$ cat config.mk
export PLATFORM = sky130hd
export DESIGN_NAME = nn_mem_ctrl
export DESIGN_NICKNAME = d
export VERILOG_FILES = /design/src/rtl/nn_mem_ctrl.sv
export SDC_FILE = /design/constraint.sdc
export NUM_CORES = 1
export LEC_CHECK = 0
export ABC_CLOCK_PERIOD_IN_PS = 4100
export BUFFER_PORTS_ARGS = -buffer_cell sky130_fd_sc_hd__buf_2
export CAP_MARGIN = 20
export CORE_ASPECT_RATIO = 1.1
export CORE_UTILIZATION = 35
export CTS_BUF_LIST = sky130_fd_sc_hd__clkbuf_8 sky130_fd_sc_hd__clkbuf_16
export DETAILED_ROUTE_END_ITERATION = 10
export GPL_ROUTABILITY_DRIVEN = 0
export PLACE_DENSITY = 0.63
export REMOVE_ABC_BUFFERS = 1
export SETUP_SLACK_MARGIN = 0.2
export SLEW_MARGIN = 20
export SYNTH_ARGS = -nofsm -noshare
export SYNTH_HDL_FRONTEND = slang
export SYNTH_SLANG_ARGS = --single-unit
$ cat constraint.sdc
create_clock -name clk -period 4.1 [get_ports clk]
set_input_delay 0.82 -clock clk [delete_from_list [all_inputs] [get_ports clk]]
set_output_delay 0.82 -clock clk [all_outputs]
set_load 0.01 [all_outputs]
$ cat src/rtl/nn_mem_ctrl.sv
// nn_mem_ctrl: load sequencer and mem_sys port arbiter for the NN accelerator.
// Streams a 1-bit load into four weight banks and input bank 0, then hands the
// mem_sys port to the compute module until it reports completion.
// Optional feature: define NN_MEM_CTRL_LOAD_CHECKSUM_EN to count loaded 1-bits.
module nn_mem_ctrl #(
    parameter int unsigned W_ADDR_LEN = 20,
    parameter int unsigned X_ADDR_LEN = 10,
    parameter int unsigned W_SEL_LEN  = 2,
    parameter int unsigned X_SEL_LEN  = 2
) (
    input  logic                  clk,
    input  logic                  rst,
    input  logic                  start,
    input  logic [W_ADDR_LEN-1:0] len_w,
    input  logic [X_ADDR_LEN-1:0] len_x,
    input  logic                  in_valid,
    input  logic                  in_data,
    output logic                  in_ready,
    output logic                  busy,
    output logic                  done,
    output logic                  we_w,
    output logic [W_ADDR_LEN-1:0] address_w,
    output logic [W_SEL_LEN-1:0]  sel_w,
    output logic                  we_x,
    output logic [X_ADDR_LEN-1:0] address_x,
    output logic [X_SEL_LEN-1:0]  sel_x,
    output logic                  data_in,
    input  logic                  cmp_we_w,
    input  logic [W_ADDR_LEN-1:0] cmp_address_w,
    input  logic [W_SEL_LEN-1:0]  cmp_sel_w,
    input  logic                  cmp_we_x,
    input  logic [X_ADDR_LEN-1:0] cmp_address_x,
    input  logic [X_SEL_LEN-1:0]  cmp_sel_x,
    input  logic                  cmp_data_in,
    output logic                  cmp_start,
    input  logic                  cmp_done,
    output logic [23:0]           load_ones
);

    typedef enum logic [2:0] {
        S_IDLE, S_LOAD_W, S_LOAD_X, S_FLUSH, S_COMPUTE, S_DONE
    } state_t;

    state_t state, state_n;

    logic [W_ADDR_LEN-1:0] len_w_q;
    logic [X_ADDR_LEN-1:0] len_x_q;
    logic [W_ADDR_LEN-1:0] idx;
    logic [W_SEL_LEN-1:0]  bsel;
    logic                  owner_cmp;
    logic                  first_cmp;

    logic                  wr_we_w;
    logic                  wr_we_x;
    logic                  wr_data;
    logic [W_ADDR_LEN-1:0] wr_addr_w;
    logic [W_SEL_LEN-1:0]  wr_sel_w;
    logic [X_ADDR_LEN-1:0] wr_addr_x;

    logic loading;
    logic accept;
    logic bank_end;
    logic last_w;
    logic last_x;

    assign loading  = (state == S_LOAD_W) || (state == S_LOAD_X);
    assign accept   = loading && in_valid;
    assign bank_end = (idx == len_w_q - W_ADDR_LEN'(1));
    assign last_w   = bank_end && (bsel == {W_SEL_LEN{1'b1}});
    assign last_x   = (idx == W_ADDR_LEN'(len_x_q) - W_ADDR_LEN'(1));

    // State register
    always_ff @(posedge clk) begin
        if (rst) state <= S_IDLE;
        else     state <= state_n;
    end

    // Next-state logic; empty load phases are skipped
    always_comb begin
        state_n = state;
        case (state)
            S_IDLE: begin
                if (start) begin
                    if (len_w != '0)      state_n = S_LOAD_W;
                    else if (len_x != '0) state_n = S_LOAD_X;
                    else                  state_n = S_FLUSH;
                end
            end
            S_LOAD_W: begin
                if (accept && last_w) state_n = (len_x_q != '0) ? S_LOAD_X : S_FLUSH;
            end
            S_LOAD_X: begin
                if (accept && last_x) state_n = S_FLUSH;
            end
            S_FLUSH:   state_n = S_COMPUTE;
            S_COMPUTE: if (cmp_done) state_n = S_DONE;
            S_DONE:    state_n = S_IDLE;
            default:   state_n = S_IDLE;
        endcase
    end

    // Owner and compute-grant registers track entry into COMPUTE
    always_ff @(posedge clk) begin
        if (rst) begin
            owner_cmp <= 1'b0;
            first_cmp <= 1'b0;
        end else begin
            owner_cmp <= (state_n == S_COMPUTE);
            first_cmp <= (state == S_FLUSH);
        end
    end

    // Length capture, bank/address counters and the one-deep write register
    always_ff @(posedge clk) begin
        if (rst) begin
            len_w_q   <= '0;
            len_x_q   <= '0;
            idx       <= '0;
            bsel      <= '0;
            wr_we_w   <= 1'b0;
            wr_we_x   <= 1'b0;
            wr_data   <= 1'b0;
            wr_addr_w <= '0;
            wr_sel_w  <= '0;
            wr_addr_x <= '0;
        end else begin
            wr_we_w   <= 1'b0;
            wr_we_x   <= 1'b0;
            wr_data   <= 1'b0;
            wr_addr_w <= '0;
            wr_sel_w  <= '0;
            wr_addr_x <= '0;
            if ((state == S_IDLE) && start) begin
                len_w_q <= len_w;
                len_x_q <= len_x;
                idx     <= '0;
                bsel    <= '0;
            end else if (accept) begin
                wr_data <= in_data;
                if (state == S_LOAD_W) begin
                    wr_we_w   <= 1'b1;
                    wr_addr_w <= idx;
                    wr_sel_w  <= bsel;
                    if (bank_end) begin
                        idx  <= '0;
                        bsel <= bsel + W_SEL_LEN'(1);
                    end else begin
                        idx <= idx + W_ADDR_LEN'(1);
                    end
                end else begin
                    wr_we_x   <= 1'b1;
                    wr_addr_x <= X_ADDR_LEN'(idx);
                    idx       <= idx + W_ADDR_LEN'(1);
                end
            end
        end
    end

`ifdef NN_MEM_CTRL_LOAD_CHECKSUM_EN
    // Saturating count of accepted 1-bits, cleared on each new sequence
    always_ff @(posedge clk) begin
        if (rst) begin
            load_ones <= '0;
        end else if ((state == S_IDLE) && start) begin
            load_ones <= '0;
        end else if (accept && in_data && (load_ones != 24'hFF_FFFF)) begin
            load_ones <= load_ones + 24'(1);
        end
    end
`else
    assign load_ones = '0;
`endif

    // Status outputs and mem_sys port mux by owner
    always_comb begin
        in_ready  = loading;
        busy      = (state != S_IDLE);
        done      = (state == S_DONE);
        cmp_start = first_cmp && (state == S_COMPUTE);
        we_w      = wr_we_w;
        address_w = wr_addr_w;
        sel_w     = wr_sel_w;
        we_x      = wr_we_x;
        address_x = wr_addr_x;
        sel_x     = '0;
        data_in   = wr_data;
        if (owner_cmp) begin
            we_w      = cmp_we_w;
            address_w = cmp_address_w;
            sel_w     = cmp_sel_w;
            we_x      = cmp_we_x;
            address_x = cmp_address_x;
            sel_x     = cmp_sel_x;
            data_in   = cmp_data_in;
        end
    end

endmodule

# After elaboration in Yosys (flattened, before gate mapping)
# Cells that the tools add are included.
[word_totals]
regBits = 92
latchBits = 0
ram_bits = 0
mem_bits_ro = 0
inputBits = 73
output_inout_bits = 65
elab_cells = 64
memories = 0
[op_classes]
addsub = 4
n_mul = 0
div = 0
n_lt_le_gt_ge = 0
eq_ne = 9
shift = 0
mux = 19
bitwise_logic = 2
n_reduce_logical = 17
[ops]
columns = ["operator", "count"]
rows = [
  ["$mux 20", 3],
  ["$eq 20x20->1", 2],
  ["$add 20x1->20 const B", 1],
  ["$reduce_bool 10->1", 2],
  ["$reduce_bool 20->1", 1],
  ["$sub 20x1->20 const B", 1],
  ["$pmux 3 s5", 1],
  ["$mux 3", 4],
  ["$sub 10x1->11 const B", 1],
  ["$mux 10", 1],
  ["$eq 3x3->1 const B", 3],
  ["$reduce_or 4->1", 2],
  ["$mux 1", 7],
  ["$eq 3x2->1 const B", 2],
  ["$logic_and 1x1->1", 6],
  ["$mux 2", 3],
  ["$eq 3x1->1 const B", 1],
  ["$logic_not 3->1", 1],
  ["$reduce_and 3->1", 1],
  ["$reduce_bool 3->1", 1],
  ["$reduce_or 3->1", 1],
  ["$add 2x1->2 const B", 1],
  ["$eq 2x2->1 const B", 1],
  ["$not 1->1", 2],
  ["other kinds (2)", 2],
]

# Depth between registers and ports, before layout
[depth]
word_depth = 7
mapped_depth = 12
ltp_nobuf = 10

# Least setup slack after synthesis
# Ideal clock, no wire load.
[synth_timing]
kind = "reg2reg"
start = "register len_w_q[0]"
end = "register idx[6]"
setup_time_ns = 0.115
arrival_time_ns = 2.395
required_time_ns = 3.985
slack_ns = 1.590
stages_incl_launch_ff = 13
path_buffers = 2
period_less_slack_ns = 2.510
cell_sequence = "dfxtp_1 inv_1 ha_1 or4b_1 nor2_1 o211ai_1 a221o_1 nor4_4 and3b_1 buf_6 nand2b_4 buf_6 nor2_1"
[synth_via]
elab_chain_len = 4
[synth_lines]
columns = ["element", "line_no", "rtl"]
rows = [
  ["start, declared", "46", "logic [W_ADDR_LEN-1:0] len_w_q;"],
  ["start signal, assigned", "134", "len_w_q <= len_w;"],
  ["$sub 20x1->20", "68", "assign bank_end = (idx == len_w_q - W_ADDR_LEN'(1));"],
  ["$eq 20x20->1", "68", ""],
  ["$mux 20", "144", "if (bank_end) begin"],
  ["$mux 20", "140", "if (state == S_LOAD_W) begin"],
  ["end signal, assigned", "148", "idx <= idx + W_ADDR_LEN'(1);"],
  ["end signal, assigned", "153", "idx <= idx + W_ADDR_LEN'(1);"],
  ["end, declared", "48", "logic [W_ADDR_LEN-1:0] idx;"],
]
# No other way between the ends.
# A chain may end at the register's enable or synchronous reset.

# Final worst setup path
[layout_timing]
start = "register len_w_q[0]"
end = "register idx[19]"
# The elaborated chain is that of the path after synthesis.

==> impl_metrics.yaml <==
sta:
  setup_viol_count_final: 0
  rsz0062_at_grt: "no"
  period_needed_ns: 2.824
  fmax_mhz: 354.1
  worst_slew_pin_slew_ns: 0.8427
  fin_setup_tns_ns: 0
  slew_violations: 0
  clock-skew-final_ns: 0.005942
  slew-limit-headroom_pct: 43.61
  finalCritPeriodShare_pct: 68.88
  hold_viol_final: 0
yosys:
  synth_ff_type: "dfxtp_1"
  ys_seq_elements: 92
  syn_avg_cell_area_um2: 8.308
  synth_cell_types: 58
  async_flop_share_pct: 0
  synth_edf_count: 0
  synth_top_family_by_area: "simple AND/OR/NAND/NOR gates"
  synth_mux_area_share_pct: 9.174
  yosysSeqAreaShare_pct: 36.40
  synth_compound_area_share_pct: 8.828
  yosysWarningCount: 0
  synthSimpleGateAreaFrac_pct: 27.72
  synth-xor-area-share_pct: 8.828
  synthAdderAreaFrac_pct: 0.9891
  postSynthCellCount: 609
  post_synth_instance_area_mm2: 0.005060
clocking:
  cts_tree: "yes"
  cts_resized: 0
  cts.htree.levels: 3
  clkSlewWorstSetupHoldPaths_ns: 0.07
  postCtsSetupRepairBufs: 0
  numCtsBuffers: 9
  cts-root-buf: "clkbuf_16"
  clock_path_buffers: 2
  cts_hold_buf: 0
  worstSkewPairLatency_ns: 0.34
  clock-sinks: 92
route:
  ant_nets: 0
  drt_wl_total_mm: 12.09
  drtIter0Drc: 231
  firstDrtPassIters: 5
  wl_per_cell_um: 13.55
  vias: 4331
  drt_drc_violations_left: 0
  vias_per_cell: 4.855
global_routing:
  grt_pass1_vias: 3805
  antenna_found_initial: 0
  grt_max_degree: 38
  grt_pass1_wl_mm: 19.06
  grt_usage_pct: 16.60
  overflow: 0
critical_path:
  cpPeakStageDelay_ns: 0.52
  crit_family: "simple AND/OR/NAND/NOR gates"
  worst_path_max_delay_cell: "or4b_1"
  crit_chain: "inv_1 -> ha_1 -> or4b_1 -> o41ai_1 -> a31oi_1 -> a21oi_2 -> and3b_1 -> nand2b_4 -> nor2_1"
  startpoint_type: "register"
  worstPathRequired_ns: 4.34
  cp.arrival_ns: 3.06
  worst-path-max-fanout: 13
  cp_num_buf_inv: 1
  crit_type: "reg2reg"
  cp-end-kind: "register"
  r2r_setup_slack_ns: 1.28
final_layout:
  final_common_cell: "buf_2"
  drive_gt1_share_pct: 25.85
  fin_util_pct: 42.45
  area_growth_pct: 17.14
  final_cell_mix: "buf_2 (113), dfxtp_1 (91), nand2_1 (84), nor2_1 (47), a21oi_1 (40)"
  nets: 777
  diodes: 0
floorplanning:
  die_height_um: 128.1
  num_rows: 45
  dieWidth_um: 116.6
  ioPinCount: 138
  core_area_mm2: 0.01396
  dieArea_mm2: 0.01494
  initial_core_util_pct: 36.24
power_and_ir_drop:
  power.internal_mw: 1.514
  switchingPower_mw: 0.5588
  seqPwrFrac_pct: 45.8
  p_comb_share_pct: 14.0
  cellPowerDensity_mw_per_mm2: 349.7
  p_sw_share_pct: 26.96
  p_clk_share_pct: 40.2
  peakVddDrop_v: 0.0002051
  leakage_nw: 2.514
place:
  portBuffers: 113
  dp_hpwl_mm: 9.131
worst_hold_path:
  hold_class: "reg2reg"
job:
  maxCapViolations: 0
outcome:
  status: "finished clean"
==> metal layers <==
| layer | track usage, % | share of wire (%) | vias up | routed length (µm) |
|---|---|---|---|---|
| li1 | - | - | 2229 | - |
| met1 | 21.48 | 46 | 1954 | 5590 |
| met2 | 27.18 | 47 | 134 | 5643 |
| met3 | 3.546 | 5.5 | 14 | 661 |
| met4 | 5.510 | 1.6 | 0 | 191 |
| met5 | 0 | 0 | - | 0 |
==> flip-flops by register name (all words and copies together) (netlist names) <==
name       count
bsel           2
first_cmp      1
idx           20
len_w_q       20
len_x_q       10
owner_cmp      1
state          3
wr_addr_w     20
wr_addr_x     10
wr_data        1
wr_sel_w       2
wr_we_w        1
wr_we_x        1
==> cells in the mapped netlist, types with 2 or more instances <==
cell      count  share of area, %
nor4_4        2              0.84
and3_1        7              0.87
or2_2         5              0.62
clkbuf_1     29               2.2
and2_1       31               3.8
xnor2_1      32               5.5
a21oi_1      40               4.0
nand2_1      84               6.2
xor2_1       19               3.3
o211ai_1      2              0.30
nor2_1       47               3.5
o21ai_0       6              0.59
nand2b_1      6              0.74
nor4_1       21               2.6
nand3_1      22               2.2
nor3_1       17               1.7
mux2i_1       7               1.4
o22ai_1       2              0.25
dfxtp_1      92                36
nor4b_1       4              0.69
o211a_1       2              0.40
a221o_1       2              0.40
inv_1        15               1.1
nand4_1       8              0.99
ha_1          4              0.99
buf_2         2              0.20
o311ai_0      2              0.35
buf_6         4              0.89
o41ai_1       2              0.35
mux2_2       35               7.8
a31oi_1       6              0.74
buf_4        24               3.6
or4_1         3              0.45
==> worst paths after layout <==
| check | startpoint | endpoint | cells after the start |
|---|---|---|---|
| hold / removal | len_w_q[19] | len_w_q[19] | 2 |
| setup reg to reg | len_w_q[0] | idx[19] | 9 |
| hold reg to reg | len_w_q[19] | len_w_q[19] | 2 |
| setup / recovery | len_w_q[0] | idx[19] | 9 |
==> power by group through the flow <==
stage | clock [mW] | combinational [mW] | sequential [mW]
floorplan | 0 | 0.198 | 0.960
global placement | 0 | 0.288 | 0.969
detailed placement | 0 | 0.290 | 0.970
CTS | 0.852 | 0.292 | 0.949
global route | 0.890 | 0.327 | 0.954
finish | 0.832 | 0.291 | 0.950
==> layout make-up <==
| cell class | count | area (µm²) |
|---|---|---|
| inverter | 15 | 56.30 |
| tap | 188 | 235.2 |
| clock inverter | 6 | 71.32 |
| timing repair buffer | 117 | 595.6 |
| clock buffer | 9 | 225.2 |
| fill | 1459 | 8036 |
| multi-input combinational | 465 | 2900 |
| sequential | 92 | 1843 |
==> cell families after synthesis <==
kind of cell | after synthesis
AOI/OAI and AO/OA | 73
xor gates and xnor gates | 51
adders and majority gates | 4
buffers and inverters | 75
DFF | 92
muxes | 42
other | 1
and+or+nand+nor | 271
==> worst reg2reg max path: stages (launching register included) <==
cell and delay, ns:
dfxtp_1 0.37, inv_1 0.08, ha_1 0.27, or4b_1 0.52, o41ai_1 0.45, a31oi_1 0.18
a21oi_2 0.24, and3b_1 0.29, nand2b_4 0.26, nor2_1 0.07
==> metrics by stage <==
step | worst slack [ns] | cell area (µm²) | total power [mW] | hold slack (ns) | std cells
finish | 1.276 | 5927 | 2.073 | 0.4875 | 892
global route | 1.043 | 5927 | 2.171 | 0.5221 | 892
CTS | 1.284 | 5927 | 2.093 | 0.4904 | 892
detailed placement | 1.295 | 5630 | 1.260 | 0.4818 | 877
global placement | 1.356 | 5630 | 1.257 | 0.4751 | 877
floorplan | 1.648 | 4798 | 1.157 | 0.4435 | 572
Power figures use the tool's default switching activity.
